**config.mk**
```make
export PLATFORM = sky130hd
export DESIGN_NAME = telemetry_digit_scheduler
export DESIGN_NICKNAME = d
export VERILOG_FILES = /design/src/rtl/telemetry_pkg.sv /design/src/rtl/bcd_shift_step.sv /design/src/rtl/telemetry_digit_scheduler.sv
export SDC_FILE = /design/constraint.sdc
export NUM_CORES = 1
export LEC_CHECK = 0
export ABC_AREA = 1
export CORE_MARGIN = 2
export CORE_UTILIZATION = 37
export CTS_CLUSTER_SIZE = 10
export DETAILED_ROUTE_END_ITERATION = 7
export GPL_ROUTABILITY_DRIVEN = 0
export GPL_TIMING_DRIVEN = 0
export SETUP_SLACK_MARGIN = 0.05
export SLEW_MARGIN = 30
export SYNTH_ARGS = -nofsm -noshare
export SYNTH_HDL_FRONTEND = slang
export SYNTH_HIERARCHICAL = 1
export SYNTH_SLANG_ARGS = --single-unit
export TNS_END_PERCENT = 5
```
**constraint.sdc**
```tcl
create_clock -name clk -period 4.75 [get_ports clk]
set_input_delay 0.95 -clock clk [delete_from_list [all_inputs] [get_ports clk]]
set_output_delay 0.95 -clock clk [all_outputs]
set_load 0.01 [all_outputs]
```
**src/rtl/telemetry_pkg.sv**
```systemverilog
// Shared types and helpers for the telemetry binary-to-BCD scheduler.
package telemetry_pkg;

  localparam int unsigned NIBBLE_W = 4;

  typedef enum logic [2:0] {
    ST_IDLE   = 3'd0,
    ST_LOAD   = 3'd1,
    ST_SHIFT  = 3'd2,
    ST_STORE  = 3'd3,
    ST_COMMIT = 3'd4
  } state_e;

  // Largest value representable in nd decimal digits.
  function automatic int unsigned max_display(input int unsigned nd);
    int unsigned r;
    r = 1;
    for (int unsigned i = 0; i < nd; i++) begin
      r = r * 10;
    end
    return r - 1;
  endfunction

endpackage

```
**src/rtl/bcd_shift_step.sv**
```systemverilog
// One double-dabble iteration: add 3 to every nibble >= 5, then shift in one bit.
module bcd_shift_step
  import telemetry_pkg::*;
#(
  parameter int unsigned NUM_DIGITS = 3
) (
  input  logic [NUM_DIGITS*NIBBLE_W-1:0] acc_i,
  input  logic                           bit_i,
  output logic [NUM_DIGITS*NIBBLE_W-1:0] shifted_c
);

  localparam int unsigned BCD_W = NUM_DIGITS * NIBBLE_W;

  logic [BCD_W-1:0] adj_c;

  always_comb begin
    adj_c = acc_i;
    for (int d = 0; d < int'(NUM_DIGITS); d++) begin
      if (acc_i[d*NIBBLE_W +: NIBBLE_W] >= NIBBLE_W'(5)) begin
        adj_c[d*NIBBLE_W +: NIBBLE_W] = acc_i[d*NIBBLE_W +: NIBBLE_W] + NIBBLE_W'(3);
      end
    end
    shifted_c = {adj_c[BCD_W-2:0], bit_i};
  end

endmodule

```
**src/rtl/telemetry_digit_scheduler.sv**
```systemverilog
// Per-frame snapshot of telemetry values, serially converted to BCD on one shared
// shifter and committed to the display buffer atomically.
module telemetry_digit_scheduler
  import telemetry_pkg::*;
#(
  parameter int unsigned NUM_SIGNALS = 7,
  parameter int unsigned VALUE_WIDTH = 9,
  parameter int unsigned NUM_DIGITS  = 3
) (
  input  logic                                     clk,
  input  logic                                     reset,
  input  logic                                     frame_start,
  input  logic [NUM_SIGNALS*VALUE_WIDTH-1:0]       sig_in,
  output logic [NUM_SIGNALS*NUM_DIGITS*NIBBLE_W-1:0] digits_out,
  output logic                                     busy,
  output logic                                     update_done
);

  localparam int unsigned BCD_W     = NUM_DIGITS * NIBBLE_W;
  localparam int unsigned IDX_W     = (NUM_SIGNALS > 1) ? $clog2(NUM_SIGNALS) : 1;
  localparam int unsigned CNT_W     = $clog2(VALUE_WIDTH + 1);
  localparam int unsigned MAX_DISP  = max_display(NUM_DIGITS);
  localparam logic [IDX_W-1:0] LAST_IDX = IDX_W'(NUM_SIGNALS - 1);
  localparam logic [CNT_W-1:0] LAST_BIT = CNT_W'(VALUE_WIDTH - 1);

  state_e                              state_q, state_d;
  logic                                pend_q, pend_d;
  logic [IDX_W-1:0]                    idx_q, idx_d;
  logic [CNT_W-1:0]                    cnt_q, cnt_d;
  logic [VALUE_WIDTH-1:0]              shreg_q, shreg_d;
  logic [BCD_W-1:0]                    acc_q, acc_d;
  logic                                clamp_q, clamp_d;
  logic [NUM_SIGNALS*VALUE_WIDTH-1:0]  snap_q, snap_d;
  logic [NUM_SIGNALS*BCD_W-1:0]        work_q, work_d;
  logic [NUM_SIGNALS*BCD_W-1:0]        digits_q, digits_d;
  logic                                busy_q, done_q;

  logic [VALUE_WIDTH-1:0]              cur_c;
  logic [BCD_W-1:0]                    res_c;
  logic [BCD_W-1:0]                    step_c;

  bcd_shift_step #(.NUM_DIGITS(NUM_DIGITS)) u_step (
    .acc_i     (acc_q),
    .bit_i     (shreg_q[VALUE_WIDTH-1]),
    .shifted_c (step_c)
  );

  // Next-state and datapath update.
  always_comb begin
    state_d  = state_q;
    pend_d   = pend_q;
    idx_d    = idx_q;
    cnt_d    = cnt_q;
    shreg_d  = shreg_q;
    acc_d    = acc_q;
    clamp_d  = clamp_q;
    snap_d   = snap_q;
    work_d   = work_q;
    digits_d = digits_q;

    cur_c = snap_q[int'(idx_q)*VALUE_WIDTH +: VALUE_WIDTH];
    // Accumulator holds the MSD in its top nibble; the buffer holds digit 0 lowest.
    res_c = '0;
    for (int d = 0; d < int'(NUM_DIGITS); d++) begin
      res_c[d*NIBBLE_W +: NIBBLE_W] = acc_q[(int'(NUM_DIGITS)-1-d)*NIBBLE_W +: NIBBLE_W];
    end

    if (frame_start && (state_q != ST_IDLE)) pend_d = 1'b1;

    unique case (state_q)
      ST_IDLE: begin
        if (frame_start || pend_q) begin
          snap_d  = sig_in;
          idx_d   = '0;
          pend_d  = 1'b0;
          state_d = ST_LOAD;
        end
      end
      ST_LOAD: begin
        acc_d   = '0;
        clamp_d = (32'(cur_c) > MAX_DISP);
        shreg_d = clamp_d ? '0 : cur_c;
        cnt_d   = '0;
        state_d = ST_SHIFT;
      end
      ST_SHIFT: begin
        acc_d   = step_c;
        shreg_d = shreg_q << 1;
        cnt_d   = cnt_q + 1'b1;
        if (cnt_q == LAST_BIT) state_d = ST_STORE;
      end
      ST_STORE: begin
        work_d[int'(idx_q)*BCD_W +: BCD_W] = clamp_q ? {NUM_DIGITS{4'h9}} : res_c;
        if (idx_q == LAST_IDX) begin
          state_d = ST_COMMIT;
        end else begin
          idx_d   = idx_q + 1'b1;
          state_d = ST_LOAD;
        end
      end
      ST_COMMIT: begin
        digits_d = work_q;
        if (pend_q) begin
          pend_d  = 1'b0;
          snap_d  = sig_in;
          idx_d   = '0;
          state_d = ST_LOAD;
        end else begin
          state_d = ST_IDLE;
        end
      end
      default: state_d = ST_IDLE;
    endcase
  end

  always_ff @(posedge clk or negedge reset) begin
    if (!reset) begin
      state_q  <= ST_IDLE;
      pend_q   <= 1'b0;
      idx_q    <= '0;
      cnt_q    <= '0;
      shreg_q  <= '0;
      acc_q    <= '0;
      clamp_q  <= 1'b0;
      snap_q   <= '0;
      work_q   <= '0;
      digits_q <= '0;
      busy_q   <= 1'b0;
      done_q   <= 1'b0;
    end else begin
      state_q  <= state_d;
      pend_q   <= pend_d;
      idx_q    <= idx_d;
      cnt_q    <= cnt_d;
      shreg_q  <= shreg_d;
      acc_q    <= acc_d;
      clamp_q  <= clamp_d;
      snap_q   <= snap_d;
      work_q   <= work_d;
      digits_q <= digits_d;
      busy_q   <= (state_d != ST_IDLE);
      done_q   <= (state_q == ST_COMMIT);
    end
  end

  assign digits_out  = digits_q;
  assign busy        = busy_q;
  assign update_done = done_q;

endmodule

```
# Yosys cells after proc, flatten, opt, wreduce, memory -nomap -nowiden
# Cells that the tools add are included.
dict set report word_totals {
  inputBits 66
  ff_bits 265
  out_inout_bits 86
  word_cells 67
}
dict set report classes {
  reduce_logical 10
  mux 23
  shift 3
  magnitude_cmp 3
  add_sub_neg 6
  eq_ne 9
  n_mul 2
}
# op count
set op_table {}
lappend op_table {{63-bit 2-to-1 mux} 2}
lappend op_table {{63-bit case mux with 2 select lines} 1}
lappend op_table {{84-bit bitwise mux} 1}
lappend op_table {{12-bit by 34-bit variable shift with 84-bit output (first input constant)} 1}
lappend op_table {{12-bit by 34-bit indexed part select with 84-bit output} 1}
lappend op_table {{63-bit by 8-bit indexed part select with 9-bit output} 1}
lappend op_table {{7-bit negation with 34-bit output} 1}
lappend op_table {{12-bit case mux with 2 select lines} 1}
lappend op_table {{3-bit 2-to-1 mux} 7}
lappend op_table {{9-bit case mux with 2 select lines} 1}
lappend op_table {{3-bit case mux with 5 select lines} 1}
lappend op_table {{4-bit by 3-bit greater-or-equal comparator with 1-bit output (second input constant)} 3}
lappend op_table {{3-bit case mux with 3 select lines} 1}
lappend op_table {{3-bit nonzero test} 3}
lappend op_table {{4-bit by 2-bit adder with 4-bit output (second input constant)} 2}
lappend op_table {{4-bit 2-to-1 mux} 2}
lappend op_table {{4-bit case mux with 2 select lines} 1}
lappend op_table {{3-bit by 4-bit multiplier with 7-bit output (second input constant)} 1}
lappend op_table {{3-bit by 2-bit equality test with 1-bit output (second input constant)} 2}
lappend op_table {{3-bit equality test (second input constant)} 2}
lappend op_table {{2-bit inequality test (second input constant)} 3}
lappend op_table {{3-bit by 2-bit multiplier with 5-bit output (second input constant)} 1}
lappend op_table {{4-bit by 1-bit adder with 4-bit output (second input constant)} 1}
lappend op_table {{4-bit equality test (second input constant)} 1}
lappend op_table {{11 further kinds} 15}

# Longest topological paths before layout
dict set report depth {
  word_depth 5
  mapped_depth 18
  depth_no_buf 17
}

# By module
# The synthesis kept the hierarchy.
# module cells_per_inst area_each_um2 seq_area_each_um2 instances
set by_module_without_submodules {}
lappend by_module_without_submodules {telemetry_digit_scheduler 1466 11870.1 6631.4 1}
lappend by_module_without_submodules {bcd_shift_step 63 345.3 0.0 1}

# Worst setup path after synthesis
# OpenSTA, ideal clock, no wires.
dict set report synth_path {
  path_type {register to register}
  from {register idx_q[1]}
  to {register work_q[72]}
  path_buffers 3
  path_slack_ns 1.978
  required_time_ns 4.633
  stages_incl_launch_ff 17
  period_less_slack_ns 2.772
  t_arrival_ns 2.655
  setup_time_ns 0.117
  cell_sequence {dfrtp_1 > clkbuf_1 > inv_1 > clkbuf_1 > ha_1 > inv_1 > nor2_1 > nand2_1 > inv_1 > ha_1 > clkbuf_1 > nand2_4 > nand2_1 > a21oi_2 > nand2_1 > nand2_1 > nand2_1}
}
dict set report synth_between {
  elab_chain_cells 4
  elab_cells_between_ends 5
  cone_classes {1 x add/sub; 1 x mul; 2 x shift; 1 x mux}
}
# element line
set synth_lines {}
lappend synth_lines {{start: declaration} telemetry_digit_scheduler.sv:28} ;# logic [IDX_W-1:0] idx_q, idx_d;
lappend synth_lines {{start signal: assignment} telemetry_digit_scheduler.sv:133} ;# idx_q <= idx_d;
lappend synth_lines {{3-bit by 2-bit multiplier with 5-bit output *} telemetry_digit_scheduler.sv:93} ;# work_d[int'(idx_q)*BCD_W +: BCD_W] = clamp_q ? {NUM_DIGITS{4'h9}} : res_c;
lappend synth_lines {{7-bit negation with 34-bit output *} telemetry_digit_scheduler.sv:93}
lappend synth_lines {{12-bit by 34-bit indexed part select with 84-bit output or 12-bit by 34-bit variable shift with 84-bit output (tied branches)} telemetry_digit_scheduler.sv:93}
lappend synth_lines {{84-bit bitwise mux *} telemetry_digit_scheduler.sv:93}
lappend synth_lines {{end signal: assignment} telemetry_digit_scheduler.sv:139} ;# work_q <= work_d;
lappend synth_lines {{end: declaration} telemetry_digit_scheduler.sv:34} ;# logic [NUM_SIGNALS*BCD_W-1:0] work_q, work_d;
# Mark *: on every way between the ends. The rest lies on a longest branch, timed or not.
# A chain may end at the register's enable or synchronous reset.

# Worst setup path in the final report
dict set report layout_path {
  from {register idx_q[1]}
  to {register work_q[76]}
}
# The elaborated chain is that of the path after synthesis.

==> summary.md <==
| Metric | Value |
|---|---|
| Cell area after layout | roughly 15000 µm² |
| Post-Synth Simple-Gate Area | between 20% and 30% |
| Post-synth cell types | 40 |
| Chip height | ~190 µm |
| VDD IR max | between 200 and 300 µV |
| Commonest cells after routing, fill and taps aside | nand2_1 (622), dfrtp_1 (265), o21ai_0 (187), clkdlybuf4s50_1 (150), inv_1 (98) |
| Final min period | between 3 and 4 ns |
| Final core utilization | approximately 47% |
| Worst reg2reg path depth | 12 |
| Vias/cell | around 4.9 |
| Crit path launch type | flip-flop |
| Avg WL per Cell | ~16 µm |
| Gate power share | roughly 2.4% |
| Max_slew headroom | 50.0% |
| Worst-Margin Slew | 0.749 ns |
| I/O pins | between 150 and 200 |
| Row count | between 60 and 70 |
| Power, Total | 4.44 mW |
| Chip Width | around 190 µm |
| TritonCTS clock tree | yes |
| Clock share of power | 46.7% |
| Pins over their slew limit | 0 |
| Yosys top cell area share | 54.3% |
| Fin Hold WS | ~0.36 ns |
| CTS resizes | 0 |
| Yosys top cell by area | dfrtp_1 |
| Switch Pwr | around 0.9 mW |
| Largest family of logic cells by synthesized area | simple AND/OR/NAND/NOR gates |
| Adder-Cell Fraction of Synth Area | 1.70% |
| Post-CTS setup buffer count | 0 |
| Fillcell total | 3277 |
| Worst R2R Setup Slack | around 1.1 ns |
| Total track usage | between 20% and 30% |
| Worst R2R Start | idx_q[1] |
| Nets | 1798 |
| Clock transition at path regs | 0.06 ns |
| Post-Syn Area | between 10000 and 15000 µm² |
| First-pass GRT wire length | about 54000 µm |
| Core Area | 32500 µm² |
| Routed Antenna Nets | 0 |
| Via Count | roughly 11000 |
| Hold Crit Class | in -> async |
| Max Clock Skew | about 0.0094 ns |
| Reg2reg end | work_q[76] |
| Crit Path Category | reg -> reg |
| Avg Inst Size Synth | ~8 µm² |
| First-iteration detailed-routing DRC count | ~870 |
| Port bufs | roughly 150 |
| Hold_buf cts | 0 |
| Cell-internal power | 3.51 mW |
| Drt drc | 0 |
| Outcome | complete, no violations |
| Final setup fails | 0 |
| Synth Warn # | 6 |
| Clk sink count | about 270 |
| EDFF count, synth | 0 |
| Syn-to-layout area delta | 24.6% |
| Final worst path period share | approximately 78% |
| Total CTS buffers | 31 |
| Global route overflow | 0 |
| Final Hold Viols | 0 |
| CP endpoint kind | flip-flop |
| TNS Setup | 0 ns |
| Post-Synth XOR/XNOR Area | less than 1% |
| Initial antenna violation count | 0 |
| CP Max Fanout | 12 |
| Area contributors post-synth | dfrtp_1 (54%), nand2_1 (19%), o21ai_0 (7.7%) |
| Most used DFF post-synth | dfrtp_1 |
| Seq pwr share | 50.9% |
| Clk_lat worst skew | about 0.56 ns |
| Starting density of the core | a little under two fifths |
| Unrepaired setup endpoints after global routing | false |
| Max-cap check violation count | 0 |
| Synth async-reset ratio | 100% |
| CP required | roughly 5.2 ns |
| Mux contribution to synthesized area | 0% |
| Antenna Cells | 0 |
| Sequential area share after synthesis | between 50% and 60% |
| Synth Net Count | 1611 |
| Switching Share | 20.8% |
| CTS H-tree lvls | 1 |
| Most common cell after layout, fill and taps aside | nand2_1 |
| Share of layout cells above drive strength 1 | roughly 5.8% |
| Power Density | just under 300 nW/µm² |
| DP Area | approximately 14000 µm² |
| Die ar. | ~34000 µm² |
| Post-Synthesis Cells | approximately 1500 |
| Compound-cell area share of the yosys netlist | 11.6% |
| Clock Root Buffer | clkbuf_16 |
| Largest net degree at the start of global routing | between 80 and 90 |
| TritonRoute pass-1 iters | 5 |
| Lkg Pwr | 7.23 nW |
| CTS max path bufs | 3 |
| Crit path DAT | roughly 4.2 ns |
| Dpl hpwl | between 20000 and 30000 µm |
| Fmax | about 0.27 GHz |
| Vias in the first global route | 10258 |
| Final wirelength | between 30000 and 40000 µm |
| #FFs+latches synth | 265 |
[layout make-up]
type                            count  area (µm²)  area share, %
Buffer                             67         278           1.83
Clock buffer                       37         828           5.44
Clock inverter                      3        18.8          0.123
Inverter                          110         413           2.71
Multi-Input combinational cell   1087        4900           32.2
Sequential cell                   265        6630           43.6
Tap cell                          442         553           3.63
Timing Repair Buffer              154        1600           10.5
[registers in the layout, indices dropped and copies added (netlist names)]
name / flops
snap_q: 63
state_q: 3
shreg_q: 9
cnt_q: 4
acc_q: 12
update_done: 1
digits_out: 84
idx_q: 3
pend_q: 1
work_q: 84
busy: 1
[critical path, stage by stage, from the launching register on]
cell	delay, ns
dfrtp_1	0.45
clkbuf_1	0.24
inv_1	0.13
clkbuf_1	0.44
ha_1	0.44
nand2_1	0.29
inv_1	0.09
nor2_1	0.25
inv_2	0.07
buf_2	0.19
o22ai_1	0.60
nand2_1	0.24
a21oi_1	0.19
[cells in the mapped netlist, types with 2 or more instances]
| cell type | count |
|---|---|
| a21oi_2 | 3 |
| o21ai_0 | 187 |
| nand3_1 | 53 |
| buf_2 | 12 |
| nor2_1 | 89 |
| inv_2 | 11 |
| buf_1 | 6 |
| o21ai_1 | 6 |
| o21ai_2 | 4 |
| nand4_1 | 11 |
| nand2_1 | 622 |
| buf_4 | 3 |
| clkbuf_1 | 46 |
| dfrtp_1 | 265 |
| a22o_1 | 3 |
| o221ai_1 | 8 |
| nand3_2 | 3 |
| nor3_1 | 7 |
| nor2_2 | 6 |
| a21oi_1 | 31 |
| inv_1 | 98 |
| nand2_2 | 5 |
| o22ai_1 | 11 |
| nor2_4 | 7 |
| o211ai_1 | 2 |
| o31ai_1 | 2 |
| ha_1 | 15 |
[stage by stage]
stage | std cells | setup WS, ns
floorplan | 1529 | 1.98
global placement | 2122 | -8.72
detailed placement | 2125 | 1.08
CTS | 2165 | 1.05
global route | 2165 | 0.727
finish | 2165 | 1.05
[kinds of logic (layout without fill, tap and decap cells)]
family	count (synthesis)	in the layout
and+or+nand+nor	808	808
DFF	265	265
AOI/OAI and AO/OA	262	262
buffers and inverters	177	371
adders and majority gates	16	16
xor gates and xnor gates	1	1
[worst max path at each step]
stage / slack (ns) / startpoint / endpoint / cells after the start
floorplan: 1.98 / idx_q[1] / work_q[72] / 16
global placement: -8.72 / reset / snap_q[13] / 1
detailed placement: 1.08 / idx_q[1] / work_q[76] / 12
CTS: 1.05 / idx_q[1] / work_q[76] / 12
global route: 0.73 / idx_q[1] / work_q[33] / 16
finish: 1.05 / idx_q[1] / work_q[76] / 12
[power groups by stage]
stage          clock network, mW  registers [mW]  logic (mW)
2_1_floorplan                  0            2.30   0.0000104
3_3_place_gp                   0            2.30      0.0995
3_5_place_dp                   0            2.30       0.109
4_1_cts                     2.12            2.26       0.110
5_1_grt                     2.21            2.26       0.119
6_report                    2.07            2.26       0.105
[per-layer routing]
metal / global-route usage (%) / part of all wire [%] / routed length, µm
met1: 27.4 / 44 / 15000
met2: 33.2 / 47 / 15700
met3: 2.54 / 5.8 / 1970
met4: 6.90 / 3.3 / 1120
met5: 0 / 0 / 0
No activity file was read; power rests on OpenSTA's default activity.
